===== config.mk =====
export PLATFORM = sky130hd
export DESIGN_NAME = nibble_word_assembler_flat
export DESIGN_NICKNAME = d
export VERILOG_FILES = /design/src/rtl/nibble_word_assembler_pkg.sv /design/src/rtl/nibble_word_assembler_if.sv /design/src/rtl/nibble_word_assembler_word_fifo.sv /design/src/rtl/nibble_word_assembler.sv /design/src/flat_wrapper.sv
export SDC_FILE = /design/constraint.sdc
export NUM_CORES = 1
export LEC_CHECK = 0
export ABC_AREA = 0
export CORE_ASPECT_RATIO = 1.1
export CORE_MARGIN = 2
export CORE_UTILIZATION = 50
export CTS_CLUSTER_SIZE = 28
export DETAILED_ROUTE_END_ITERATION = 8
export PLACE_DENSITY = 0.71
export SETUP_SLACK_MARGIN = 0.2
export SLEW_MARGIN = 30
export SYNTH_ARGS = -nofsm -noshare
export SYNTH_HDL_FRONTEND = slang
export SYNTH_SLANG_ARGS = --single-unit

===== constraint.sdc =====
create_clock -name clk -period 5.85 [get_ports clk]
set_clock_uncertainty 0.1 [all_clocks]
set_input_delay 0.585 -clock clk [delete_from_list [all_inputs] [get_ports clk]]
set_output_delay 0.585 -clock clk [all_outputs]
set_load 0.02 [all_outputs]

===== src/rtl/nibble_word_assembler_pkg.sv =====
// Shared packed-union word layout: eight 4-bit nibbles overlaid on two 16-bit fields.
// Also defines the FIFO payload and a helper that builds an all-pad word.
package union_pkg;
  localparam int NIB_PER_WORD = 8;
  localparam int NIB_W        = 4;

  typedef struct packed {
    logic [15:0] data1;
    logic [15:0] data2;
  } data_member_t;

  // Nibble i sits in op_2[i], so op1.data2 holds nibbles 3..0.
  typedef union packed {
    data_member_t                          op1;
    bit [NIB_PER_WORD-1:0][NIB_W-1:0]      op_2;
  } word_u;

  typedef struct packed {
    word_u      word;
    logic [3:0] nibs;
    logic       partial;
  } fifo_entry_t;

  function automatic word_u pad_word(input logic [NIB_W-1:0] pad);
    word_u w;
    w.op_2 = {NIB_PER_WORD{pad}};
    return w;
  endfunction
endpackage


===== src/rtl/nibble_word_assembler_if.sv =====
// Nibble-in / word-out handshake bundle for the assembler.
// The master side feeds nibbles and sinks words; the slave side is the assembler.
interface nibble_word_assembler_if #(parameter int CNT_W = 16);
  logic             nib_valid;
  logic             nib_ready;
  logic [3:0]       nib_data;
  logic             nib_last;
  logic             word_valid;
  logic             word_ready;
  logic [15:0]      word_data1;
  logic [15:0]      word_data2;
  logic [3:0]       word_nibs;
  logic             word_partial;
  logic [CNT_W-1:0] words_out;

  modport master (
    output nib_valid, nib_data, nib_last, word_ready,
    input  nib_ready, word_valid, word_data1, word_data2, word_nibs, word_partial, words_out
  );
  modport slave (
    input  nib_valid, nib_data, nib_last, word_ready,
    output nib_ready, word_valid, word_data1, word_data2, word_nibs, word_partial, words_out
  );
endinterface


===== src/rtl/nibble_word_assembler_word_fifo.sv =====
// First-word-fall-through FIFO of assembled words with registered storage.
// When drained, the head output keeps showing the last popped entry.
module word_fifo
  import union_pkg::*;
#(
  parameter int DEPTH = 2
) (
  input  logic        clk,
  input  logic        rst_n,
  input  logic        push,
  input  fifo_entry_t wr_entry,
  input  logic        pop,
  output fifo_entry_t head,
  output logic        full,
  output logic        empty
);
  localparam int PW = (DEPTH > 1) ? $clog2(DEPTH) : 1;
  localparam int CW = $clog2(DEPTH + 1);

  fifo_entry_t   mem [DEPTH];
  fifo_entry_t   last_q;
  logic [PW-1:0] wr_ptr, rd_ptr;
  logic [CW-1:0] count;
  logic          do_push, do_pop;

  function automatic logic [PW-1:0] nxt(input logic [PW-1:0] p);
    return (p == PW'(DEPTH - 1)) ? '0 : p + 1'b1;
  endfunction

  assign empty   = (count == '0);
  assign full    = (count == CW'(DEPTH));
  assign do_push = push && !full;
  assign do_pop  = pop && !empty;
  assign head    = empty ? last_q : mem[rd_ptr];

  always_ff @(posedge clk or negedge rst_n) begin
    if (!rst_n) begin
      wr_ptr <= '0;
      rd_ptr <= '0;
      count  <= '0;
      last_q <= '0;
    end else begin
      if (do_push) begin
        mem[wr_ptr] <= wr_entry;
        wr_ptr      <= nxt(wr_ptr);
      end
      if (do_pop) begin
        last_q <= mem[rd_ptr];
        rd_ptr <= nxt(rd_ptr);
      end
      case ({do_push, do_pop})
        2'b10:   count <= count + 1'b1;
        2'b01:   count <= count - 1'b1;
        default: count <= count;
      endcase
    end
  end
endmodule


===== src/rtl/nibble_word_assembler.sv =====
// Packs a serial nibble stream into 32-bit union words, closing on the 8th nibble
// or on nib_last, and buffers finished words in a small FWFT FIFO.
module nibble_word_assembler
  import union_pkg::*;
#(
  parameter int         DEPTH   = 2,
  parameter logic [3:0] PAD_NIB = 4'h0,
  parameter int         CNT_W   = 16
) (
  input logic                    clk,
  input logic                    rst_n,
  nibble_word_assembler_if.slave bus
);
  word_u            acc, acc_nxt;
  logic [2:0]       idx;
  logic [CNT_W-1:0] word_cnt;
  fifo_entry_t      push_entry, head;
  logic             full, empty;
  logic             accept, close, pop;

  // Ready looks only at the registered fill level, never at word_ready.
  assign bus.nib_ready = !full;
  assign accept        = bus.nib_valid && bus.nib_ready;
  assign close         = accept && ((idx == 3'd7) || bus.nib_last);
  assign pop           = bus.word_valid && bus.word_ready;

  always_comb begin
    acc_nxt          = acc;
    acc_nxt.op_2[idx] = bus.nib_data;
    push_entry       = '{word: acc_nxt, nibs: {1'b0, idx} + 4'd1, partial: (idx != 3'd7)};
  end

  always_ff @(posedge clk or negedge rst_n) begin
    if (!rst_n) begin
      idx      <= '0;
      acc      <= pad_word(PAD_NIB);
      word_cnt <= '0;
    end else begin
      if (accept) begin
        if (close) begin
          idx <= '0;
          acc <= pad_word(PAD_NIB);
        end else begin
          idx <= idx + 1'b1;
          acc <= acc_nxt;
        end
      end
      if (pop) word_cnt <= word_cnt + 1'b1;
    end
  end

  word_fifo #(.DEPTH(DEPTH)) u_fifo (
    .clk      (clk),
    .rst_n    (rst_n),
    .push     (close),
    .wr_entry (push_entry),
    .pop      (pop),
    .head     (head),
    .full     (full),
    .empty    (empty)
  );

  assign bus.word_valid   = !empty;
  assign bus.word_data1   = head.word.op1.data1;
  assign bus.word_data2   = head.word.op1.data2;
  assign bus.word_nibs    = head.nibs;
  assign bus.word_partial = head.partial;
  assign bus.words_out    = word_cnt;
endmodule


===== src/flat_wrapper.sv =====
// flat-port wrapper written by rule: the top's interface ports become plain ports
module nibble_word_assembler_flat import union_pkg::*;
#(
  parameter int         DEPTH   = 2,
  parameter logic [3:0] PAD_NIB = 4'h0,
  parameter int         CNT_W   = 16
)
  (clk, rst_n, bus_nib_valid, bus_nib_data, bus_nib_last, bus_word_ready, bus_nib_ready, bus_word_valid, bus_word_data1, bus_word_data2, bus_word_nibs, bus_word_partial, bus_words_out);
  nibble_word_assembler_if #(.CNT_W(CNT_W)) bus_i ();
  input logic clk;
  input logic rst_n;
  input wire logic [$bits(bus_i.nib_valid)-1:0] bus_nib_valid;
  input wire logic [$bits(bus_i.nib_data)-1:0] bus_nib_data;
  input wire logic [$bits(bus_i.nib_last)-1:0] bus_nib_last;
  input wire logic [$bits(bus_i.word_ready)-1:0] bus_word_ready;
  output wire logic [$bits(bus_i.nib_ready)-1:0] bus_nib_ready;
  output wire logic [$bits(bus_i.word_valid)-1:0] bus_word_valid;
  output wire logic [$bits(bus_i.word_data1)-1:0] bus_word_data1;
  output wire logic [$bits(bus_i.word_data2)-1:0] bus_word_data2;
  output wire logic [$bits(bus_i.word_nibs)-1:0] bus_word_nibs;
  output wire logic [$bits(bus_i.word_partial)-1:0] bus_word_partial;
  output wire logic [$bits(bus_i.words_out)-1:0] bus_words_out;
  assign bus_i.nib_valid = bus_nib_valid;
  assign bus_i.nib_data = bus_nib_data;
  assign bus_i.nib_last = bus_nib_last;
  assign bus_i.word_ready = bus_word_ready;
  assign bus_nib_ready = bus_i.nib_ready;
  assign bus_word_valid = bus_i.word_valid;
  assign bus_word_data1 = bus_i.word_data1;
  assign bus_word_data2 = bus_i.word_data2;
  assign bus_word_nibs = bus_i.word_nibs;
  assign bus_word_partial = bus_i.word_partial;
  assign bus_words_out = bus_i.words_out;
  nibble_word_assembler #(.DEPTH(DEPTH), .PAD_NIB(PAD_NIB), .CNT_W(CNT_W)) u_core (.clk(clk), .rst_n(rst_n), .bus(bus_i));
endmodule

After elaboration in Yosys (flattened, before gate mapping)
Memories as Yosys holds them, arrays and structs flattened.
Cells that the tools add are included.

cells by class
  $add $sub $neg = 7
  order comparisons = 2
  equality and inequality tests = 5
  multiplexer cells = 11
  reduce and logical (&&, ||, !) cells = 12

operator list
  operator               number
  $mux 37                1
  $bwmux 32              1
  $mux 32                1
  $add 16x1->16 const B  1
  $demux 4 s3            1
  $logic_and 1x1->1      7
  $add 3x1->4 const B    1
  $eq 2x2->1 const B     2
  $lt 3x4->1 const B     1
  $mux 1                 4
  $mux 4                 1
  $pmux 2 s2             1
  $add 3x1->3 const B    1
  $eq 3x3->1 const B     1
  $ge 3x1->1 const B     1
  $mux 3                 1
  $ne 3x3->1 const B     1
  $add 1x1->1 const B    2
  $add 2x1->2 const B    1
  $eq 2x1->1 const B     1
  $logic_not 1->1        2
  $logic_not 2->1        1
  $reduce_bool 2->1      1
  $sub 2x1->2 const B    1
  $logic_or 1x1->1       1

storage, ports and cells
  register bits = 92
  memory bits (writable) = 74
  input bits = 9
  output and inout bits = 55
  word-level logic and storage cells = 47
  memories = 1

memory list
  memory             words  width  rd ports  clocked after memory_dff  wr ports  line                                   text
  u_core.u_fifo.mem  2      37     1         0                         1         nibble_word_assembler_word_fifo.sv:20  fifo_entry_t mem [DEPTH];

Depth between registers and ports, before layout
Gate-level depths: netlist (run 1).

  depth after elaboration = 8
  mapped depth = 9
  gate-level depth less buffers = 8

Modules after synthesis
A second synthesis (run 1) with hierarchy kept.

second synthesis, totals
  cells, all modules = 546
  area total of the unflattened synthesis = 7,270.7 um^2

modules (own cells, without submodules)
  module                 times used  cells each  area an instance (um^2)  seq. area each (um^2)
  word_fifo              1           336         4,715.8                  3,248.1
  nibble_word_assembler  1           210         2,555.0                  1,276.2

Least setup slack after synthesis (run 1)
No wires, ideal clock.

  path type = reg-to-reg
  start point = register u_core.u_fifo.count[0]
  end point = memory u_core.u_fifo.mem[0][0] (netlist name), enable pin
  library setup time = 0.485 ns
  arrival = 3.882 ns
  data required time = 5.265 ns
  path slack = 1.383 ns
  stages on the path, launching flop included = 6
  buffers on the path = 1
  clock period less this slack = 4.467 ns
  cell sequence = dfrtp_1 -> nand2b_1 -> and2_1 -> buf_2 -> nand2_1 -> nor3b_1

between the ends
  cells in the longest elaborated chain, start to end = 8

RTL lines
  element                                      line                                   text
  start, declared                              nibble_word_assembler_word_fifo.sv:23  logic [CW-1:0] count;
  start signal, assigned                       nibble_word_assembler_word_fifo.sv:52  2'b10: count <= count + 1'b1;
  start signal, assigned                       nibble_word_assembler_word_fifo.sv:53  2'b01: count <= count - 1'b1;
  start signal, assigned                       nibble_word_assembler_word_fifo.sv:54  default: count <= count;
  $eq 2x2->1 (*)                               nibble_word_assembler_word_fifo.sv:31  assign full = (count == CW'(DEPTH));
  $logic_not 1->1 (*)                          nibble_word_assembler.sv:22            assign bus.nib_ready = !full;
  net bus_nib_ready                            flat_wrapper.sv:16                     output wire logic [$bits(bus_i.nib_ready)-1:0] bus_nib_ready;
  $logic_and 1x1->1                            nibble_word_assembler.sv:23            assign accept = bus.nib_valid && bus.nib_ready;
  $logic_and 1x1->1                            nibble_word_assembler.sv:24            assign close = accept && ((idx == 3'd7) || bus.nib_last);
  $logic_and 1x1->1 (*)                        nibble_word_assembler_word_fifo.sv:32  assign do_push = push && !full;
  $mux 1 (*)                                   nibble_word_assembler_word_fifo.sv:43  if (do_push) begin
  $logic_and 1x1->1 (implied by the code) (*)  nibble_word_assembler_word_fifo.sv:44  mem[wr_ptr] <= wr_entry;
  $mux 1 (implied by the code) (*)             nibble_word_assembler_word_fifo.sv:44
  end, declared                                nibble_word_assembler_word_fifo.sv:20

Mark *: on every way through the listed nets, which the timed path passes. The rest lies on a longest branch.

Final worst setup path (run 1)
  start point = register u_core.u_fifo.count[0]
  end point = output port bus_word_data1[0]

between the ends
  cells in the longest elaborated chain, start to end = 2

RTL lines
  element          line                                   text
  $logic_not 2->1  nibble_word_assembler_word_fifo.sv:30  assign empty = (count == '0);
  $mux 37          nibble_word_assembler_word_fifo.sv:34  assign head = empty ? last_q : mem[rd_ptr];
  end, declared    flat_wrapper.sv:18                     output wire logic [$bits(bus_i.word_data1)-1:0] bus_word_data1;

Every way passes these cells.

==> impl_summary.log, run 1 <==
INFO  metric resized_after_cts = 0
INFO  metric die_width = 117 microns
INFO  metric powerDensity = 526 nW/um^2
INFO  metric detailed_placement_hpwl = 8.86 mm
INFO  metric cts_buffer_depth = 2
INFO  metric critPathRequiredTime = 5160 ps
INFO  metric crit_arrival = 2760 ps
INFO  metric cts.repair_timing.setup_buffer_count = 0
INFO  metric dpl_worst_slack = 2540 ps
INFO  metric drt_pass1_iterations = 5
INFO  metric top_achievable_clock_speed = 290 MHz
INFO  metric global_route.usage.total = 0.198
INFO  metric die_height = 128 microns
INFO  metric coreArea = 13700 sq um
INFO  metric ir_worst_vdd = 0.000223 V
INFO  metric synth_area = 6970 sq um
INFO  metric outcome = completed
INFO  metric timing.hold.ws = 78.1 ps
INFO  metric fin_setup_tns = 0 ps
INFO  metric timing_max_transition_violations_final = 0
INFO  metric worst_r2r_path_depth = 4
INFO  metric synth.yosys.warnings = 0
INFO  metric grt_max_degree = 49
INFO  metric drt_first_iter_violations = 355
INFO  metric syn-num-nets = 584
INFO  metric max_cap_violations = 0
INFO  metric routed-via-count = 4457
INFO  metric tightestPinTransition = 817 ps
INFO  metric period_needed = 3440 ps
INFO  metric ioPinCount = 64
INFO  metric power.leakage = 3.32 nW
INFO  metric synth_top_area_cell = dfrtp_1
INFO  metric routability_congestion_estimate = 0.834
INFO  metric timing.final.hold_violations = 0
INFO  metric worstHoldPathType = in -> async
INFO  metric vias_per_cell = 5.41
INFO  metric nets = 636
INFO  metric ys_types = 32
INFO  metric synth.avg_cell_area = 12.2 sq um
INFO  metric timing.setup.critical_path_class = reg -> out
INFO  metric drive_above_1_share = 0.101
INFO  metric routed_length_per_instance = 16.5 microns
INFO  metric start_kind = flip-flop
INFO  metric numCtsBuffers = 17
INFO  metric postRouteAntennaNets = 0
INFO  metric synth.top_cells.by_area = dfrtp_1 33%, edfxtp_1 32%, a21oi_1 5.3%
INFO  metric drt_drc_violations_left = 0
INFO  metric worstSkewPairLatency = 410 ps
INFO  metric clk_pin_slew = 60 ps
INFO  metric cts.hold.buffers_added = 0
INFO  metric antenna-diode-count = 0
INFO  metric grt_first_pass_wirelength = 22.6 mm
INFO  metric setup_viol = 0
INFO  metric timing.rr.end = u_core.u_fifo.mem[1][26]
INFO  metric reg2reg_setup_slack = 2910 ps
INFO  metric initial_utilization = 0.508
INFO  metric grt_antenna_before_repair = 0
INFO  metric drt_wl_total = 13.6 mm
INFO  metric slew_limit_headroom = 0.455
INFO  metric via_count_of_the_first_global_routing_pass = 4470
INFO  metric unrepaired_setup_endpoints_after_global_routing = false
INFO  metric gr-total-overflow = 0
INFO  metric layout_setup_ws = 2410 ps
INFO  metric max_fo_critical_path = 43
INFO  metric filler_free_cell_count_of_the_finished_design = 824
INFO  metric nFillCells = 1121
INFO  metric place_inst = 792
INFO  metric synth-seq-area-share = 0.649
INFO  metric startpoint_of_the_worst_slack_reg_to_reg_timing_path = u_core.u_fifo.count[0]
INFO  metric die_area = 14900 sq um
INFO  metric h-tree-depth = 4
INFO  metric cts.sinks = 166
INFO  metric cts_tree = yes
INFO  metric worst_setup_path_end_kind = output port
INFO  metric clock_tree.root_cell = clkbuf_16
INFO  metric area_growth_syn_to_layout = 18.8%
INFO  metric fin_util = 0.603
INFO  metric placementRows = 45
INFO  metric placement.io_buffers = 63
INFO  metric fraction_of_synthesized_cell_area_taken_by_the_top_area_cell_type = 0.330
INFO  metric synthesis.instances = 571
INFO  metric ys_ff_latch = 166
INFO  metric final.period_utilization = 0.589
==> layout make-up <==
class,instances,area [sq um],area share
Sequential cell,166,4530,0.547
Multi-Input combinational cell,366,2260,0.273
Timing Repair Buffer,68,666,0.0804
Clock buffer,20,447,0.0539
Tap cell,188,235,0.0284
Clock inverter,12,126,0.0153
Inverter,4,15.0,0.00181
==> layout by cell type (no fill, tap or decap), types with 3 or more instances in the layout <==
master,count
clkbuf_16,17
a21oi_1,74
nor2_1,78
or2_2,3
clkdlybuf4s50_1,62
mux2i_1,37
nand2_1,53
edfxtp_1,74
xnor2_1,13
ha_1,4
o211ai_1,3
mux2_2,23
o2bb2ai_1,24
dfrtp_1,91
nand4_1,3
inv_1,4
clkinvlp_4,4
nand3b_1,3
o21ai_0,11
clkinv_2,3
buf_4,6
xor2_1,7
nand3_1,12
and4_1,3
==> worst max-delay path by stage <==
stage                                start                       end  cells past startpoint
detailed placement           bus_nib_valid  u_core.u_fifo.mem[1][20]                      4
CTS                 u_core.u_fifo.count[0]         bus_word_data1[2]                      5
floorplan           u_core.u_fifo.count[0]   u_core.u_fifo.mem[0][0]                      5
global placement             bus_nib_valid  u_core.u_fifo.mem[1][22]                      4
global route        u_core.u_fifo.count[0]         bus_word_data1[4]                      5
finish              u_core.u_fifo.count[0]         bus_word_data1[0]                      5
==> per-layer routing <==
metal	GRT usage	wire (microns)
met1	0.268	6010
met2	0.324	6860
met3	0.0426	620
met4	0.0595	142
met5	0	0
==> Yosys cell counts (all sizes together) <==
cell / n
o21ai: 11
ha: 4
nand2: 53
edfxtp: 74
clkbuf: 13
nor3b: 3
xnor2: 13
nand3: 12
mux2i: 37
buf: 22
nor3: 2
o2bb2ai: 24
and3: 2
inv: 4
o211ai: 3
nand4: 3
nor2: 78
a21oi: 74
or3: 2
nand3b: 3
dfrtp: 92
nand2b: 1
or2: 3
and4: 3
xor2: 7
or3b: 1
mux2: 25
and2: 2
==> cell families after synthesis <==
group / share of synthesized area
fa+ha+maj: 0.00718
xor+xnor: 0.0251
mux: 0.0935
compound gates: 0.0944
simple gates: 0.104
buf+inv: 0.0273
flops: 0.649
==> worst max-delay path, cell delays in order (launching register included) <==
cell	delay, ps
dfrtp_1	430
or2_2	530
buf_4	500
nor2_1	90
a21oi_1	150
clkdlybuf4s50_1	630
==> registers in the layout, indices dropped and copies added (netlist names) <==
name,cells
u_core.acc,32
u_core.u_fifo.last_q,37
u_core.bus.words_out,16
u_core.u_fifo.wr_ptr,1
u_core.u_fifo.rd_ptr,1
u_core.u_fifo.mem,74
u_core.u_fifo.count,2
u_core.idx,3
==> through the flow <==
stage / area (sq um) / power, mW
detailed placement: 7710 / 3.31
global placement: 7710 / 3.25
finish: 8280 / 4.35
global route: 8280 / 4.61
CTS: 8280 / 4.39
floorplan: 6970 / 2.73
==> report_power, final <==
part / total, mW / internal (mW) / switching [mW] / leakage (nW)
registers: 1.74 / 1.51 / 0.224 / 1.83
clock network: 1.07 / 0.639 / 0.436 / 0.270
logic: 1.54 / 0.685 / 0.855 / 1.23
total: 4.35 / 2.84 / 1.51 / 3.32
No activity file was read; power rests on OpenSTA's default activity.
==> run 2: changes to the inputs <==
--- a/config.mk
+++ b/config.mk
@@ -11,7 +11,7 @@
 export CORE_UTILIZATION = 50
 export CTS_CLUSTER_SIZE = 28
 export DETAILED_ROUTE_END_ITERATION = 8
-export PLACE_DENSITY = 0.71
+export PLACE_DENSITY = 0.74
 export SETUP_SLACK_MARGIN = 0.2
 export SLEW_MARGIN = 30
 export SYNTH_ARGS = -nofsm -noshare
==> constraint.sdc (replaced) <==
create_clock -name clk -period 3.1 [get_ports clk]
set_clock_uncertainty 0.1 [all_clocks]
set_input_delay 0.31 -clock clk [delete_from_list [all_inputs] [get_ports clk]]
set_output_delay 0.31 -clock clk [all_outputs]
set_load 0.02 [all_outputs]
==> run 2 against run 1 <==
Count of clock-buffer cells in the layout fell by 2; register-to-register slack worse by 2200 ps; first-iteration DRC count shrank 12%; wire length rose by 1.6%.
==> impl_summary.log, run 2 (same netlist as run 1, synthesis figures left out) <==
INFO  metric timing.hold.ws = 333 ps (was 78.1 ps)
INFO  metric start_kind = flip-flop (unchanged)
INFO  metric unrepaired_setup_endpoints_after_global_routing = false (unchanged)
INFO  metric worstSkewPairLatency = 430 ps (was 410 ps)
INFO  metric grt_first_pass_wirelength = 22.2 mm (was 22.6 mm)
INFO  metric drt_wl_total = 13.8 mm (was 13.6 mm)
INFO  metric period_needed = 2760 ps
INFO  metric cts.repair_timing.setup_buffer_count = 0 (unchanged)
INFO  metric path_cells = or2_4 -> buf_12 -> nor2_1 -> a21oi_1 -> clkdlybuf4s50_1 (was or2_2 -> buf_4 -> nor2_1 -> a21oi_1 -> clkdlybuf4s50_1)
INFO  metric fin_setup_tns = 0 ps (unchanged)
INFO  metric drt_pass1_iterations = 4 (was 5)
INFO  metric clock_tree.root_cell = clkbuf_16 (unchanged)
INFO  metric met2_usage = 0.324 (about the same)
INFO  metric worst_setup_path_end_kind = output port (unchanged)
INFO  metric ir_worst_vdd = 0.000386 V (was 0.000223 V)
INFO  metric drive_above_1_share = 0.110 (was 0.101)
INFO  metric critPathSlowestCell = clkdlybuf4s50_1 (unchanged)
INFO  metric timing.setup.critical_path_class = reg -> out (unchanged)
INFO  metric coreArea = 13700 sq um (unchanged)
INFO  metric die_area = 14900 sq um (unchanged)
INFO  metric layout_top_registers = u_core.u_fifo.mem (74), u_core.u_fifo.last_q (37), u_core.acc (32) (unchanged)
INFO  metric slew_limit_headroom = 0.566 (was 0.455)
INFO  metric drt_first_iter_violations = 313 (was 355)
INFO  metric grt_antenna_before_repair = 0 (unchanged)
INFO  metric global_route.usage.met1 = 0.261 (was 0.268)
INFO  metric die_width = 117 microns (unchanged)
INFO  metric dpl_worst_slack = 608 ps (was 2540 ps)
INFO  metric outcome = completed (unchanged)
INFO  metric cts_tree = yes (unchanged)
INFO  metric nets = 645 (was 636)
INFO  metric final.period_utilization = 0.890
INFO  metric top_usage_layer = met2 (unchanged)
INFO  metric layout_commonest_cell = dfrtp_1 (unchanged)
INFO  metric numCtsBuffers = 17 (unchanged)
INFO  metric cts.sinks = 166 (unchanged)
INFO  metric postRouteAntennaNets = 0 (unchanged)
INFO  metric worst_r2r_path_depth = 5 (was 4)
INFO  metric timing_max_transition_violations_final = 0 (unchanged)
INFO  metric crit_path_max_cell_delay = 620 ps (was 630 ps)
INFO  metric top_register = u_core.u_fifo.mem (unchanged)
INFO  metric timing.final.hold_violations = 0 (unchanged)
INFO  metric drt_drc_violations_left = 0 (unchanged)
INFO  metric routed_length_per_instance = 16.6 microns (was 16.5 microns)
INFO  metric max_fo_critical_path = 48 (was 43)
INFO  metric clk_pin_slew = 60 ps (about the same)
INFO  metric detailed_placement_hpwl = 8.94 mm (was 8.86 mm)
INFO  metric placementRows = 45 (unchanged)
INFO  metric crit_arrival = 2350 ps (was 2760 ps)
INFO  metric critPathRequiredTime = 2690 ps (was 5160 ps)
INFO  metric tightestPinTransition = 651 ps (was 817 ps)
INFO  metric area_growth_syn_to_layout = 20.3% (was 18.8%)
INFO  metric top_achievable_clock_speed = 362 MHz
INFO  metric cts_buffer_depth = 2 (unchanged)
INFO  metric ioPinCount = 64 (unchanged)
INFO  metric placement.io_buffers = 63 (unchanged)
INFO  metric die_height = 128 microns (unchanged)
INFO  metric worstHoldPathType = in -> async (unchanged)
INFO  metric worst_path_buffer_plus_inverter_count = 2 (unchanged)
INFO  metric layout_setup_ws = 341 ps (was 2410 ps)
INFO  metric powerDensity = 991 nW/um^2 (was 526 nW/um^2)
INFO  metric h-tree-depth = 4 (unchanged)
INFO  metric routability_congestion_estimate = 0.840 (was 0.834)
INFO  metric critical-path-top-delay-family = buffers and inverters (unchanged)
INFO  metric met3_usage = 0.0416 (was 0.0426)
INFO  metric setup_viol = 0 (unchanged)
INFO  metric power.leakage = 3.38 nW (was 3.32 nW)
INFO  metric cp_num_cells = 5 (unchanged)
INFO  metric global_route.usage.total = 0.199 (was 0.198)
INFO  metric antenna-diode-count = 0 (unchanged)
INFO  metric max_cap_violations = 0 (unchanged)
INFO  metric gr-total-overflow = 0 (unchanged)
INFO  metric grt_max_degree = 52 (was 49)
INFO  metric largest_register_ffs = 74 (unchanged)
INFO  metric most_frequent_cells_in_the_layout = 91 x dfrtp_1, 78 x nor2_1, 74 x a21oi_1, 74 x edfxtp_1, 62 x clkdlybuf4s50_1 (unchanged)
INFO  metric initial_utilization = 0.508 (unchanged)
INFO  metric routed-via-count = 4493 (was 4457)
INFO  metric via_count_of_the_first_global_routing_pass = 4394 (was 4470)
INFO  metric vias_per_cell = 5.39 (was 5.41)
==> run 2: cell types whose count changed in the layout (fill, tap and decap cells not counted), sizes merged <==
| cell | delta |
|---|---|
| clkinv | +2 |
| buf | +7 |
| or2 | +1 |
| dlygate4sd3 | +1 |
| clkbuf | -2 |
==> run 2: final timing paths <==
check | start | end | slack, ps
worst max-delay path | u_core.u_fifo.count[0] | bus_word_data1[0] | 340
worst min-delay path | rst_n | u_core.bus.words_out[7] | 330
worst max register to register | u_core.idx[1] | u_core.acc[18] | 670
worst min register to register | u_core.acc[9] | u_core.acc[9] | 390
max in group asynchronous | rst_n | u_core.u_fifo.last_q[22] | 1490
min in group clk | u_core.acc[9] | u_core.acc[9] | 390
==> run 2: per-stage QoR <==
step            util  instances  total power, mW  area (sq um)
4_1_cts        0.610        832             8.35          8380
3_5_place_dp   0.568        799             6.33          7800
5_1_grt        0.610        833             8.76          8390
2_1_floorplan      -        571             5.15          6980
3_3_place_gp   0.568        799             6.20          7800
6_report       0.610        833             8.31          8390
==> run 2: final cells by class <==
| type | count | area (sq um) |
|---|---|---|
| clock inverter | 14 | 134 |
| clock buffer | 18 | 429 |
| sequential | 166 | 4530 |
| inverter | 4 | 15.0 |
| tap | 188 | 235 |
| timing repair buffer | 76 | 766 |
| fill | 1105 | 5350 |
| multi-input combinational | 367 | 2280 |
==> run 2: metal layers <==
layer,part of all wire,routed length (microns)
met1,0.44,6100
met2,0.51,7020
met3,0.034,472
met4,0.019,257
met5,0,0
==> run 2: power breakdown <==
part	switching [mW]	leakage, nW	internal (mW)
clock network	0.827	0.265	1.17
logic	1.71	1.29	1.37
registers	0.379	1.83	2.86
total	2.91	3.38	5.40
==> run 2: what timing repair did <==
action	in CTS	in global routing
gates cloned	0	1
pin swaps	0	1
resized for setup	1	1
endpoints found under the setup margin	20	16
hold endpoints to repair	43	0
hold buffers	1	0
==> run 3: changes to the inputs <==
--- a/config.mk
+++ b/config.mk
@@ -5,7 +5,6 @@
 export SDC_FILE = /design/constraint.sdc
 export NUM_CORES = 1
 export LEC_CHECK = 0
-export ABC_AREA = 0
 export CORE_ASPECT_RATIO = 1.1
 export CORE_MARGIN = 2
 export CORE_UTILIZATION = 50
@@ -13,6 +12,7 @@
 export DETAILED_ROUTE_END_ITERATION = 8
 export PLACE_DENSITY = 0.74
 export SETUP_SLACK_MARGIN = 0.2
+export SKIP_LAST_GASP = 1
 export SLEW_MARGIN = 30
 export SYNTH_ARGS = -nofsm -noshare
 export SYNTH_HDL_FRONTEND = slang
==> results of run 3 <==
Final layout, timing and power as in run 2 (identical DEF).
